<file path="src/rtl/receive_cg.sv">
// -----------------------------------------------------------------------------
// receive_cg
// 1000BASE-X PCS receive path (simplified). Aligned 10-bit code groups from
// the synchronization stage are registered, decoded against the shared code
// set and walked through the receive state machine, which drives the
// GMII-side receive signals.
//
// Ports
//   GTX_CLK        in   receive clock, rising edge
//   mr_main_reset  in   asynchronous, active-high reset
//   PUDI[9:0]      in   aligned received code group (bit 9 = 'a', bit 0 = 'j')
//   sync_status    in   1 = synchronization acquired, 0 = link failed
//   RXD[7:0]       out  decoded receive data
//   RX_DV          out  receive data valid
//   RX_ER          out  receive error
//   receiving      out  carrier / packet in progress
//   err_cnt        out  saturating count of invalid groups seen inside a frame
//
// Timing: PUDI -> cg_q_r (1 clock) -> registered outputs (1 clock), so the
// data of a group appears on RXD two clocks after it is presented on PUDI.
// PUDI itself is used as a one-group lookahead to recognise /T/ followed by /R/.
// Running disparity is not checked: both disparity forms of every code group
// are accepted.
// -----------------------------------------------------------------------------
module receive_cg #(
    parameter int ERR_CNT_W = 8
) (
    input  logic                 GTX_CLK,
    input  logic                 mr_main_reset,
    input  logic [9:0]           PUDI,
    input  logic                 sync_status,
    output logic [7:0]           RXD,
    output logic                 RX_DV,
    output logic                 RX_ER,
    output logic                 receiving,
    output logic [ERR_CNT_W-1:0] err_cnt
);

    // One-hot receive states
    typedef enum logic [5:0] {
        LINK_FAILED = 6'b000001,
        WAIT_FOR_K  = 6'b000010,
        RX_K        = 6'b000100,
        IDLE_D      = 6'b001000,
        RX_DATA     = 6'b010000,
        TRR         = 6'b100000
    } state_t;

    // Decoded view of one code group
    typedef struct packed {
        logic       valid;
        logic       is_k;
        logic [7:0] value;
    } cg_dec_t;

    // Special code groups, both disparity forms (abcdei fghj, 'a' is the MSB)
    localparam logic [9:0] K28_5_N = 10'b0011111010;
    localparam logic [9:0] K28_5_P = 10'b1100000101;
    localparam logic [9:0] K27_7_N = 10'b1101101000;   // /S/
    localparam logic [9:0] K27_7_P = 10'b0010010111;
    localparam logic [9:0] K29_7_N = 10'b1011101000;   // /T/
    localparam logic [9:0] K29_7_P = 10'b0100010111;
    localparam logic [9:0] K23_7_N = 10'b1110101000;   // /R/
    localparam logic [9:0] K23_7_P = 10'b0001010111;

    localparam logic [7:0] D16_2_VAL = 8'h50;
    localparam logic [7:0] SFD_VAL   = 8'h55;
    localparam logic [7:0] FCAR_VAL  = 8'h0E;

    localparam logic [ERR_CNT_W-1:0] ERR_MAX = {ERR_CNT_W{1'b1}};
    localparam logic [ERR_CNT_W-1:0] ERR_ONE = {{(ERR_CNT_W-1){1'b0}}, 1'b1};

    // 6b sub-block decode, result {known, EDCBA}
    function automatic logic [5:0] dec_6b(input logic [5:0] c6);
        logic [5:0] r;
        case (c6)
            6'b100111, 6'b011000: r = {1'b1, 5'd0};
            6'b011101, 6'b100010: r = {1'b1, 5'd1};
            6'b101101, 6'b010010: r = {1'b1, 5'd2};
            6'b110001:            r = {1'b1, 5'd3};
            6'b101001:            r = {1'b1, 5'd5};
            6'b011001:            r = {1'b1, 5'd6};
            6'b011011, 6'b100100: r = {1'b1, 5'd16};
            6'b101010:            r = {1'b1, 5'd21};
            6'b010110:            r = {1'b1, 5'd26};
            default:              r = {1'b0, 5'd0};
        endcase
        return r;
    endfunction

    // 4b sub-block decode, result {known, HGF}
    function automatic logic [3:0] dec_4b(input logic [3:0] c4);
        logic [3:0] r;
        case (c4)
            4'b1011, 4'b0100: r = {1'b1, 3'd0};
            4'b0101:          r = {1'b1, 3'd2};
            4'b1101, 4'b0010: r = {1'b1, 3'd4};
            4'b1010:          r = {1'b1, 3'd5};
            4'b0110:          r = {1'b1, 3'd6};
            default:          r = {1'b0, 3'd0};
        endcase
        return r;
    endfunction

    // Only the data values of the shared table are legal; other
    // combinations of known sub-blocks are still INVALID.
    function automatic logic is_table_data(input logic [7:0] v);
        logic r;
        case (v)
            8'h00, 8'h01, 8'h02, 8'h03, 8'h42,
            8'h50, 8'h9A, 8'hA6, 8'hB5, 8'hC5: r = 1'b1;
            default:                           r = 1'b0;
        endcase
        return r;
    endfunction

    // Full 10b -> 8b decode; special groups are matched as whole words first
    function automatic cg_dec_t decode_cg(input logic [9:0] cg);
        cg_dec_t    d;
        logic [5:0] d6;
        logic [3:0] d4;
        logic [7:0] dv;
        d6      = dec_6b(cg[9:4]);
        d4      = dec_4b(cg[3:0]);
        dv      = {d4[2:0], d6[4:0]};
        d.valid = 1'b1;
        d.is_k  = 1'b1;
        d.value = 8'h00;
        case (cg)
            10'b0011110100, 10'b1100001011: d.value = 8'h1C;  // K28.0
            10'b0011111001, 10'b1100000110: d.value = 8'h3C;  // K28.1
            10'b0011110101, 10'b1100001010: d.value = 8'h5C;  // K28.2
            10'b0011110011, 10'b1100001100: d.value = 8'h7C;  // K28.3
            10'b0011110010, 10'b1100001101: d.value = 8'h9C;  // K28.4
            10'b0011111010, 10'b1100000101: d.value = 8'hBC;  // K28.5
            10'b0011110110, 10'b1100001001: d.value = 8'hDC;  // K28.6
            10'b0011111000, 10'b1100000111: d.value = 8'hFC;  // K28.7
            10'b1110101000, 10'b0001010111: d.value = 8'hF7;  // K23.7 /R/
            10'b1101101000, 10'b0010010111: d.value = 8'hFB;  // K27.7 /S/
            10'b1011101000, 10'b0100010111: d.value = 8'hFD;  // K29.7 /T/
            10'b0111101000, 10'b1000010111: d.value = 8'hFE;  // K30.7 /V/
            default: begin
                d.is_k = 1'b0;
                if (d6[5] && d4[3] && is_table_data(dv)) begin
                    d.valid = 1'b1;
                    d.value = dv;
                end else begin
                    d.valid = 1'b0;
                    d.value = 8'h00;
                end
            end
        endcase
        return d;
    endfunction

    logic [9:0]  cg_q_r;
    state_t      state_r;
    state_t      state_nx_s;
    cg_dec_t     cg_dec_s;
    logic        cg_k285_s;
    logic        cg_d162_s;
    logic        cg_s_s;
    logic        cg_t_s;
    logic        cg_r_s;
    logic        cg_data_s;
    logic        pudi_r_s;
    logic [7:0]  rxd_nx_s;
    logic        rx_dv_nx_s;
    logic        rx_er_nx_s;
    logic        receiving_nx_s;
    logic        err_inc_s;

    // Classification of the current group and the lookahead group
    always_comb begin
        cg_dec_s  = decode_cg(cg_q_r);
        cg_k285_s = (cg_q_r == K28_5_N) || (cg_q_r == K28_5_P);
        cg_s_s    = (cg_q_r == K27_7_N) || (cg_q_r == K27_7_P);
        cg_t_s    = (cg_q_r == K29_7_N) || (cg_q_r == K29_7_P);
        cg_r_s    = (cg_q_r == K23_7_N) || (cg_q_r == K23_7_P);
        cg_data_s = cg_dec_s.valid && !cg_dec_s.is_k;
        cg_d162_s = cg_data_s && (cg_dec_s.value == D16_2_VAL);
        pudi_r_s  = (PUDI == K23_7_N) || (PUDI == K23_7_P);
    end

    // Next-state and next-output logic; outputs are registered on the
    // transition edge, so every branch sets the values seen next cycle.
    always_comb begin
        state_nx_s     = state_r;
        rxd_nx_s       = 8'h00;
        rx_dv_nx_s     = 1'b0;
        rx_er_nx_s     = 1'b0;
        receiving_nx_s = 1'b0;
        err_inc_s      = 1'b0;
        if (!sync_status) begin
            state_nx_s = LINK_FAILED;
        end else begin
            case (state_r)
                LINK_FAILED: begin
                    state_nx_s = WAIT_FOR_K;
                end
                WAIT_FOR_K: begin
                    if (cg_k285_s) begin
                        state_nx_s = RX_K;
                    end else begin
                        state_nx_s = WAIT_FOR_K;
                    end
                end
                RX_K: begin
                    // Configuration ordered sets (/C/) are not supported
                    if (cg_d162_s) begin
                        state_nx_s = IDLE_D;
                    end else begin
                        state_nx_s = WAIT_FOR_K;
                    end
                end
                IDLE_D: begin
                    if (cg_k285_s) begin
                        state_nx_s = RX_K;
                    end else if (cg_s_s) begin
                        state_nx_s     = RX_DATA;
                        rxd_nx_s       = SFD_VAL;
                        rx_dv_nx_s     = 1'b1;
                        receiving_nx_s = 1'b1;
                    end else begin
                        // False carrier: carrier is seen but no frame starts
                        state_nx_s     = WAIT_FOR_K;
                        rxd_nx_s       = FCAR_VAL;
                        rx_er_nx_s     = 1'b1;
                        receiving_nx_s = 1'b1;
                    end
                end
                RX_DATA: begin
                    receiving_nx_s = 1'b1;
                    if (cg_data_s) begin
                        rxd_nx_s   = cg_dec_s.value;
                        rx_dv_nx_s = 1'b1;
                    end else if (cg_t_s && pudi_r_s) begin
                        state_nx_s = TRR;
                    end else if (cg_k285_s) begin
                        // Early end: flag the truncated frame for one cycle
                        state_nx_s = RX_K;
                        rx_dv_nx_s = 1'b1;
                        rx_er_nx_s = 1'b1;
                    end else begin
                        rx_dv_nx_s = 1'b1;
                        rx_er_nx_s = 1'b1;
                        err_inc_s  = 1'b1;
                    end
                end
                TRR: begin
                    if (cg_r_s) begin
                        state_nx_s     = TRR;
                        receiving_nx_s = 1'b1;
                    end else if (cg_k285_s) begin
                        state_nx_s = RX_K;
                    end else begin
                        state_nx_s = WAIT_FOR_K;
                    end
                end
                default: begin
                    // Illegal one-hot encoding: fall back to the safe state
                    state_nx_s = LINK_FAILED;
                end
            endcase
        end
    end

    // Code-group input register
    always_ff @(posedge GTX_CLK or posedge mr_main_reset) begin
        if (mr_main_reset) begin
            cg_q_r <= 10'b0000000000;
        end else begin
            cg_q_r <= PUDI;
        end
    end

    // State register
    always_ff @(posedge GTX_CLK or posedge mr_main_reset) begin
        if (mr_main_reset) begin
            state_r <= LINK_FAILED;
        end else begin
            state_r <= state_nx_s;
        end
    end

    // Registered GMII-side outputs
    always_ff @(posedge GTX_CLK or posedge mr_main_reset) begin
        if (mr_main_reset) begin
            RXD       <= 8'h00;
            RX_DV     <= 1'b0;
            RX_ER     <= 1'b0;
            receiving <= 1'b0;
        end else begin
            RXD       <= rxd_nx_s;
            RX_DV     <= rx_dv_nx_s;
            RX_ER     <= rx_er_nx_s;
            receiving <= receiving_nx_s;
        end
    end

    // Saturating error counter, cleared only by reset
    always_ff @(posedge GTX_CLK or posedge mr_main_reset) begin
        if (mr_main_reset) begin
            err_cnt <= {ERR_CNT_W{1'b0}};
        end else if (err_inc_s && (err_cnt != ERR_MAX)) begin
            err_cnt <= err_cnt + ERR_ONE;
        end else begin
            err_cnt <= err_cnt;
        end
    end

endmodule

</file>
<file path="config.mk">
export PLATFORM = sky130hd
export DESIGN_NAME = receive_cg
export DESIGN_NICKNAME = d
export VERILOG_FILES = /design/src/rtl/receive_cg.sv
export SDC_FILE = /design/constraint.sdc
export NUM_CORES = 1
export LEC_CHECK = 0
export BUFFER_PORTS_ARGS = -buffer_cell sky130_fd_sc_hd__buf_2
export CORE_UTILIZATION = 52
export DETAILED_ROUTE_END_ITERATION = 12
export PLACE_DENSITY = 0.84
export SLEW_MARGIN = 5
export SYNTH_ARGS = -nofsm -noshare
export SYNTH_HDL_FRONTEND = slang
export SYNTH_SLANG_ARGS = --single-unit
</file>
<file path="constraint.sdc">
create_clock -name GTX_CLK -period 2.5 [get_ports GTX_CLK]
set_input_delay 0.5 -clock GTX_CLK [delete_from_list [all_inputs] [get_ports GTX_CLK]]
set_output_delay 0.5 -clock GTX_CLK [all_outputs]
set_load 0.005 [all_outputs]
</file>
==> results by group, run 1 <==
Global route
  • Initial antenna violation count: 0
  • Vias in the first global route: 2048
  • Grt ovf: 0
  • Largest net degree at the start of global routing: 36
  • GRT Resource Usage Total: between 20% and 30%
  • First-pass GRT wire length: 9370 um

Die
  • Ports: 32
  • Die footprint: 4990 um2
  • Die Wd: between 70 and 80 um
  • Initial Utilization: 55.2%
  • Placement row count: 24
  • Die Y: just over 70 um
  • Core area: 4440 um2

Cells and area
  • Final nets: around 340
  • Fraction of layout cells with a size suffix above 1: 24.9%
  • Area of the multi-input gates: about 1500 um2
  • Area Growth Syn to Fin: 17.0%
  • FILL cells: 358
  • Final std cells w/o fill: 369
  • FF+latch area: between 800 and 900 um2
  • N_diodes: 0

Timing
  • Rel. slew slack: between 70% and 80%
  • Hold Violations, Final: 0
  • Final period util: between 90 and 100%
  • # setup viols final: 0
  • RSZ-0062 raised after global routing: true
  • Skew final: 12.7 ps
  • Max Slew Vio Count: 0
  • Worst Hold Slack: 277 ps
  • Highest Clock Rate: 408 MHz
  • Minimum clock period: 2450 ps
  • Actual slew at the worst max-slew pin: roughly 440 ps
  • Final setup TNS: 0 ps

Run status
  • Failing checks: design-rule violations
  • Status: finished with violations

Yosys
  • Post-Synthesis Mean Instance Area: about 9 um2
  • Cell with the most instances after synthesis: dfrtp_1
  • Mux cell area share after synthesis: 1.68%
  • Synth top area cells: dfrtp_1, nor2_1, nand2b_1, ha_1, a21oi_1
  • Post-Synth Adder-Cell Area: 3.06%
  • Yosys cell types: 68
  • Dominant cell type by area after synthesis: dfrtp_1
  • Sequential area share after synthesis: 35.8%
  • Post-synth net total: 291
  • Top-area cell type share of the netlist area: 34.7%
  • Number of synthesized register bits: 35
  • Largest family of logic cells by synthesized area: simple AND/OR/NAND/NOR gates
  • Compound-Gate Fraction of Synth Area: 21.1%
  • Post-synth ARST share: between 90% and 100%
  • Synth Area in Simple Gates: 31.3%
  • Synth Area in XOR/XNOR: under 10%
  • Yosys warns: 0
  • Main synth FF type: dfrtp_1
  • Post-synth EDFFs: 0
  • Synthesized netlist cell count: around 270
  • Commonest cells post-synth: dfrtp_1, nor2_1, nand2b_1
  • Post-synthesis instance area: 2450 um2

Worst setup path
  • R2r worst-path depth: 9
  • CP Max Fanout: 6
  • Required @ worst endpoint: 2720 ps
  • Reg-to-Reg End: RXD[5]
  • Critical path type: register to register
  • Arrival time at the worst endpoint: 2670 ps
  • Type of origin of the critical path: register
  • CP endpoint kind: register
  • Reg-to-reg setup timing slack: 50 ps
  • RR Startpoint: cg_q_r[5]

Route
  • WL final: 5650 um
  • Pre-Repair DR Iteration Count: 9
  • Routed WL per cell: 15.3 um
  • Via count: 2270
  • Avg Vias per Cell: 6.15
  • DRC: 2
  • Antenna Nets Post-Route: 0
  • DR iter-0 viols: 175

CTS
  • CTS H-tree depth: 2
  • Clock Latency Late Sink: 300 ps
  • Post-CTS Hold Fix Bufs: 0
  • CTS root buf: clkbuf_8
  • Clock buffer count from CTS: 5
  • Worst-path clk slew: roughly 80 ps
  • Clock Tree Buf Depth: 2
  • # clock sinks: 35
  • CTS tree: yes

Placed design
  • # placed instances: around 360
  • DP HPWL: 4200 um
  • I/O Buffers: 31
  • Placer Congestion: about 0.95

Flow run
  • Max-cap violations: 0

Power and ir drop
  • Peak VDD IR: approximately 0.00037 V
  • Total power: 1.32 mW
  • Power Dens Cells: 460 nW/um2
  • Leakage: around 1.3 nW

Hold path
  • Hold crit path type: input port to async pin
[cell type report]
class	count	share of cell area (%)
Sequential cell	35	30.7
Timing Repair Buffer	46	9.46
Inverter	12	1.57
Multi-Input combinational cell	216	52.1
Tap cell	52	2.27
Clock inverter	3	1.53
Clock buffer	5	2.40
[timing repair]
item | 4_1_cts | 5_1_grt
setup endpoints to repair | 5 | 15
pin swaps | 0 | 3
resized for setup | 4 | 6
buffers inserted | 0 | 2
[metal layers]
metal | global-route usage (%) | up-vias | wire [um]
met2 | 37.4 | 106 | 2650
met3 | 4.13 | 12 | 407
li1 | - | 1095 | -
met5 | 0 | - | 0
met4 | 8.44 | 0 | 87
met1 | 33.1 | 1057 | 2500
[critical path, stage by stage, from the launching register on]
cell,delay (ps)
dfrtp_2,410
inv_1,70
ha_2,360
nand3b_1,150
a21oi_2,230
a21oi_1,100
o211ai_1,300
o211ai_2,160
or3_4,420
a31oi_2,170
[where the power goes]
part	switching [mW]	leakage, nW	internal [mW]
combinational	0.106	0.785	0.0768
clock	0.224	0.0581	0.297
sequential	0.0323	0.459	0.584
[placed cells by master, fill, tap and decap left out, drive strengths merged, types with 2 or more instances in the layout]
master,instances
nor3,4
xnor2,7
nand2,13
o22ai,7
and4b,3
o21ai,19
or3,2
nand4b,3
nor4bb,2
and2,7
nor4b,2
nor2b,5
clkbuf,5
nand3,13
mux2i,3
nand4bb,2
a22oi,2
o22a,4
nor3b,4
nand3b,4
a311oi,2
clkinv,2
nand2b,15
buf,46
ha,6
nor2,31
dfrtp,34
a31oi,3
and3,5
nor4,2
o211ai,2
a21oi,14
a211oi,2
nand4,7
inv,12
o221ai,2
or2,2
[state kept, by name, summed over array words and instances, names as in the netlist]
| signal | count |
|---|---|
| receiving | 1 |
| state_r | 6 |
| cg_q_r | 10 |
| RX_DV | 1 |
| RXD | 8 |
| err_cnt | 8 |
| RX_ER | 1 |
[cell families (layout without fill, tap and decap cells)]
family | after synthesis | in the layout
muxes | 4 | 4
buffers and inverters | 21 | 66
DFF | 35 | 35
adders and majority gates | 6 | 6
xor gates and xnor gates | 8 | 8
AOI/OAI and AO/OA | 68 | 68
and+or+nand+nor | 130 | 130
[worst max-delay path by stage]
stage | start | endpoint | slack, ps | cells after the start
floorplan | cg_q_r[4] | RXD[7] | 130 | 10
finish | cg_q_r[5] | RXD[5] | 50 | 9
global route | cg_q_r[5] | RXD[5] | -20 | 10
CTS | cg_q_r[5] | RXD[6] | 40 | 10
detailed placement | cg_q_r[4] | RXD[6] | -40 | 11
global placement | cg_q_r[4] | RXD[7] | 60 | 10
[through the flow]
step / util (%) / setup WS, ps / instance area (um2)
6_report: 64.6 / 51.3 / 2870
5_1_grt: 64.6 / -23.5 / 2870
4_1_cts: 63.9 / 38.4 / 2840
3_5_place_dp: 61.0 / -38.3 / 2710
3_3_place_gp: 61.0 / 55.2 / 2710
2_1_floorplan: - / 126 / 2450
No activity file was read; power rests on OpenSTA's default activity.
==> run 2, diff against run 1 <==
ABC_CLOCK_PERIOD_IN_PS = 2500   (was default)
CORE_ASPECT_RATIO = 1.75   (was default)
REMOVE_ABC_BUFFERS = 1   (was default)
==> run 2 against run 1 <==
The flow now finishes without violations. Clock power fell by 21%. Core utilization is 5.2 points higher. Worst hold slack better by 14 ps. Non-clock buffer count grew 29. Highest routed layer unchanged. Fmax shrank 0.76%. Wire length up 26%. Largest power group unchanged. Sequential power barely moved. Clock-buffer cell count increased by 1. Combinational power grew 32%. Worst setup slack got worse by 19 ps. Clock skew is 1.6 ps higher.
==> results by group, run 2 (same netlist as run 1, synthesis figures left out) <==
Cells and area
  • N_diodes: 0 (unchanged)
  • Biggest regs: cg_q_r (10), RXD (8), err_cnt (8)
  • Most frequent cells in the layout: buf_4, nor2_1, buf_2
  • Fin util: 69.8% (+5.2 points)
  • Final nets: 364 (+8.7%)
  • Area Growth Syn to Fin: 27.6%
  • Reg with most FFs: cg_q_r
  • Fraction of layout cells with a size suffix above 1: 34.5% (+9.6 points)
  • Final std cells w/o fill: 396 (+7.3%)
  • Max reg flops: 10 (unchanged)
  • Most common cell after layout, fill and taps aside: buf_4
  • FILL cells: 348 (-2.8%)

Route
  • DRC: 0 (-2)
  • Antenna Nets Post-Route: 0 (unchanged)
  • Pre-Repair DR Iteration Count: 5 (-4)
  • WL final: 7090 um (+26%)
  • Routed WL per cell: 17.9 um (+17%)
  • DR iter-0 viols: 123 (-30%)
  • Avg Vias per Cell: 6.37 (+3.5%)
  • Via count: 2522 (+11%)

Die
  • Core area: 4480 um2 (+0.90%)
  • Die Wd: 53.9 um (-24%)
  • Initial Utilization: 54.7% (-0.49 points)
  • Die footprint: 5000 um2 (+0.22%)
  • Die Y: 92.8 um (+31%)
  • Ports: 32 (unchanged)
  • Placement row count: 32 (+33%)

CTS
  • Clock Latency Late Sink: 290 ps (about the same)
  • Clock Tree Buf Depth: 2 (unchanged)
  • CTS root buf: clkbuf_8
  • CTS tree: yes
  • Clock buffer count from CTS: 5 (unchanged)
  • CTS H-tree depth: 2 (unchanged)
  • Worst-path clk slew: 70 ps (about the same)
  • Post-CTS Hold Fix Bufs: 0 (unchanged)
  • # clock sinks: 35 (unchanged)

Hold path
  • Hold crit path type: input port to async pin

Worst setup path
  • Arrival time at the worst endpoint: 2630 ps (-40 ps)
  • Required @ worst endpoint: 2670 ps (-50 ps)
  • Type of origin of the critical path: register
  • Critical path type: register to register
  • RR Startpoint: cg_q_r[4]
  • R2r worst-path depth: 11 (+2)
  • Reg-to-reg setup timing slack: 30 ps (-20 ps)
  • CP Max Fanout: 6 (unchanged)
  • CP endpoint kind: register
  • Reg-to-Reg End: err_cnt[1]

Placed design
  • Placer Congestion: 0.971 (+2.7%)
  • DP HPWL: 5180 um (+23%)
  • # placed instances: 383 (+6.7%)
  • I/O Buffers: 31 (unchanged)

Timing
  • Skew final: 14.3 ps (+1.61 ps)
  • Highest Clock Rate: 405 MHz (-0.76%)
  • Minimum clock period: 2470 ps (+18.6 ps)
  • RSZ-0062 raised after global routing: true
  • Hold Violations, Final: 0 (unchanged)
  • Max Slew Vio Count: 0 (unchanged)
  • Rel. slew slack: 67.9% (-2.6 points)
  • # setup viols final: 0 (unchanged)
  • Actual slew at the worst max-slew pin: 479 ps (+35.8 ps)
  • Final period util: 98.7% (+0.75 points)

Power and ir drop
  • Peak VDD IR: 0.000511 V (+38%)
  • Total power: 1.27 mW (-3.8%)
  • Power Dens Cells: 406 nW/um2 (-12%)
  • Leakage: 1.44 nW (+10%)

Global route
  • GRT Resource Usage Total: 31.0% (+7.3 points)
  • Vias in the first global route: 2533 (+24%)
  • Grt ovf: 0 (unchanged)
  • Largest net degree at the start of global routing: 36 (unchanged)
  • Initial antenna violation count: 0 (unchanged)
  • First-pass GRT wire length: 11200 um (+20%)

Run status
  • Status: complete, no violations

Flow run
  • Max-cap violations: 0 (unchanged)
==> run 2: cell types whose count changed in the layout (fill, tap and decap cells not counted), sizes merged <==
cell,change
bufinv,-1
buf,+29
clkbuf,+1
clkinv,-1
==> run 2: layout make-up <==
type                            instances  area (um2)  share of cell area [%]
Tap cell                               51        63.8                    2.04
Sequential cell                        35         882                    28.2
Clock inverter                          1        5.00                   0.160
Inverter                               12        45.0                    1.44
Clock buffer                            6        82.6                    2.64
Timing Repair Buffer                   75         505                    16.2
Multi-Input combinational cell        216        1540                    49.4
==> run 2: worst max-delay path, stage by stage (launching register included) <==
cell      delay (ps)
dfrtp_1          390
inv_2            100
ha_4             180
nor2b_2          170
a21oi_1           50
o32a_1           340
nand3_1          110
o211ai_1         120
buf_4            170
o211ai_4         300
nand2_2          100
mux2_1           320
==> run 2: what timing repair did <==
action / in CTS / in global routing
buffers inserted: 4 / 2
resized for setup: 6 / 19
endpoints found under the setup margin: 16 / 20
pin swaps: 4 / 8
==> run 2: power breakdown <==
group          switching [mW]  internal [mW]
Sequential             0.0315          0.585
Clock                   0.196          0.216
Combinational           0.132          0.110
==> run 2: layer usage <==
layer	share of wire [%]	track usage (%)
met3	3.2	3.94
met1	35	30.3
met2	56	56.1
met4	5.7	20.4
met5	0	0
==> run 2: worst max path at each step <==
stage / startpoint / to / slack [ps] / depth (start not counted)
after global placement: cg_q_r[4] / RXD[7] / -120 / 10
after detailed placement: cg_q_r[4] / err_cnt[1] / -140 / 10
after CTS: cg_q_r[5] / RXD[7] / 0.05 / 11
final: cg_q_r[4] / err_cnt[1] / 30 / 11
after floorplan: cg_q_r[4] / RXD[7] / 0.9 / 10
after global routing: cg_q_r[5] / RXD[7] / -70 / 10
==> run 2: metrics by stage <==
step	TNS, ps	cell area (um2)	hold WS, ps	worst slack [ps]
6_report	0	3130	291	32.6
5_1_grt	-833	3130	323	-73.6
4_1_cts	0	3060	301	0.0522
3_5_place_dp	-1240	2910	498	-140
3_3_place_gp	-614	2910	474	-122
2_1_floorplan	0	2390	481	0.862
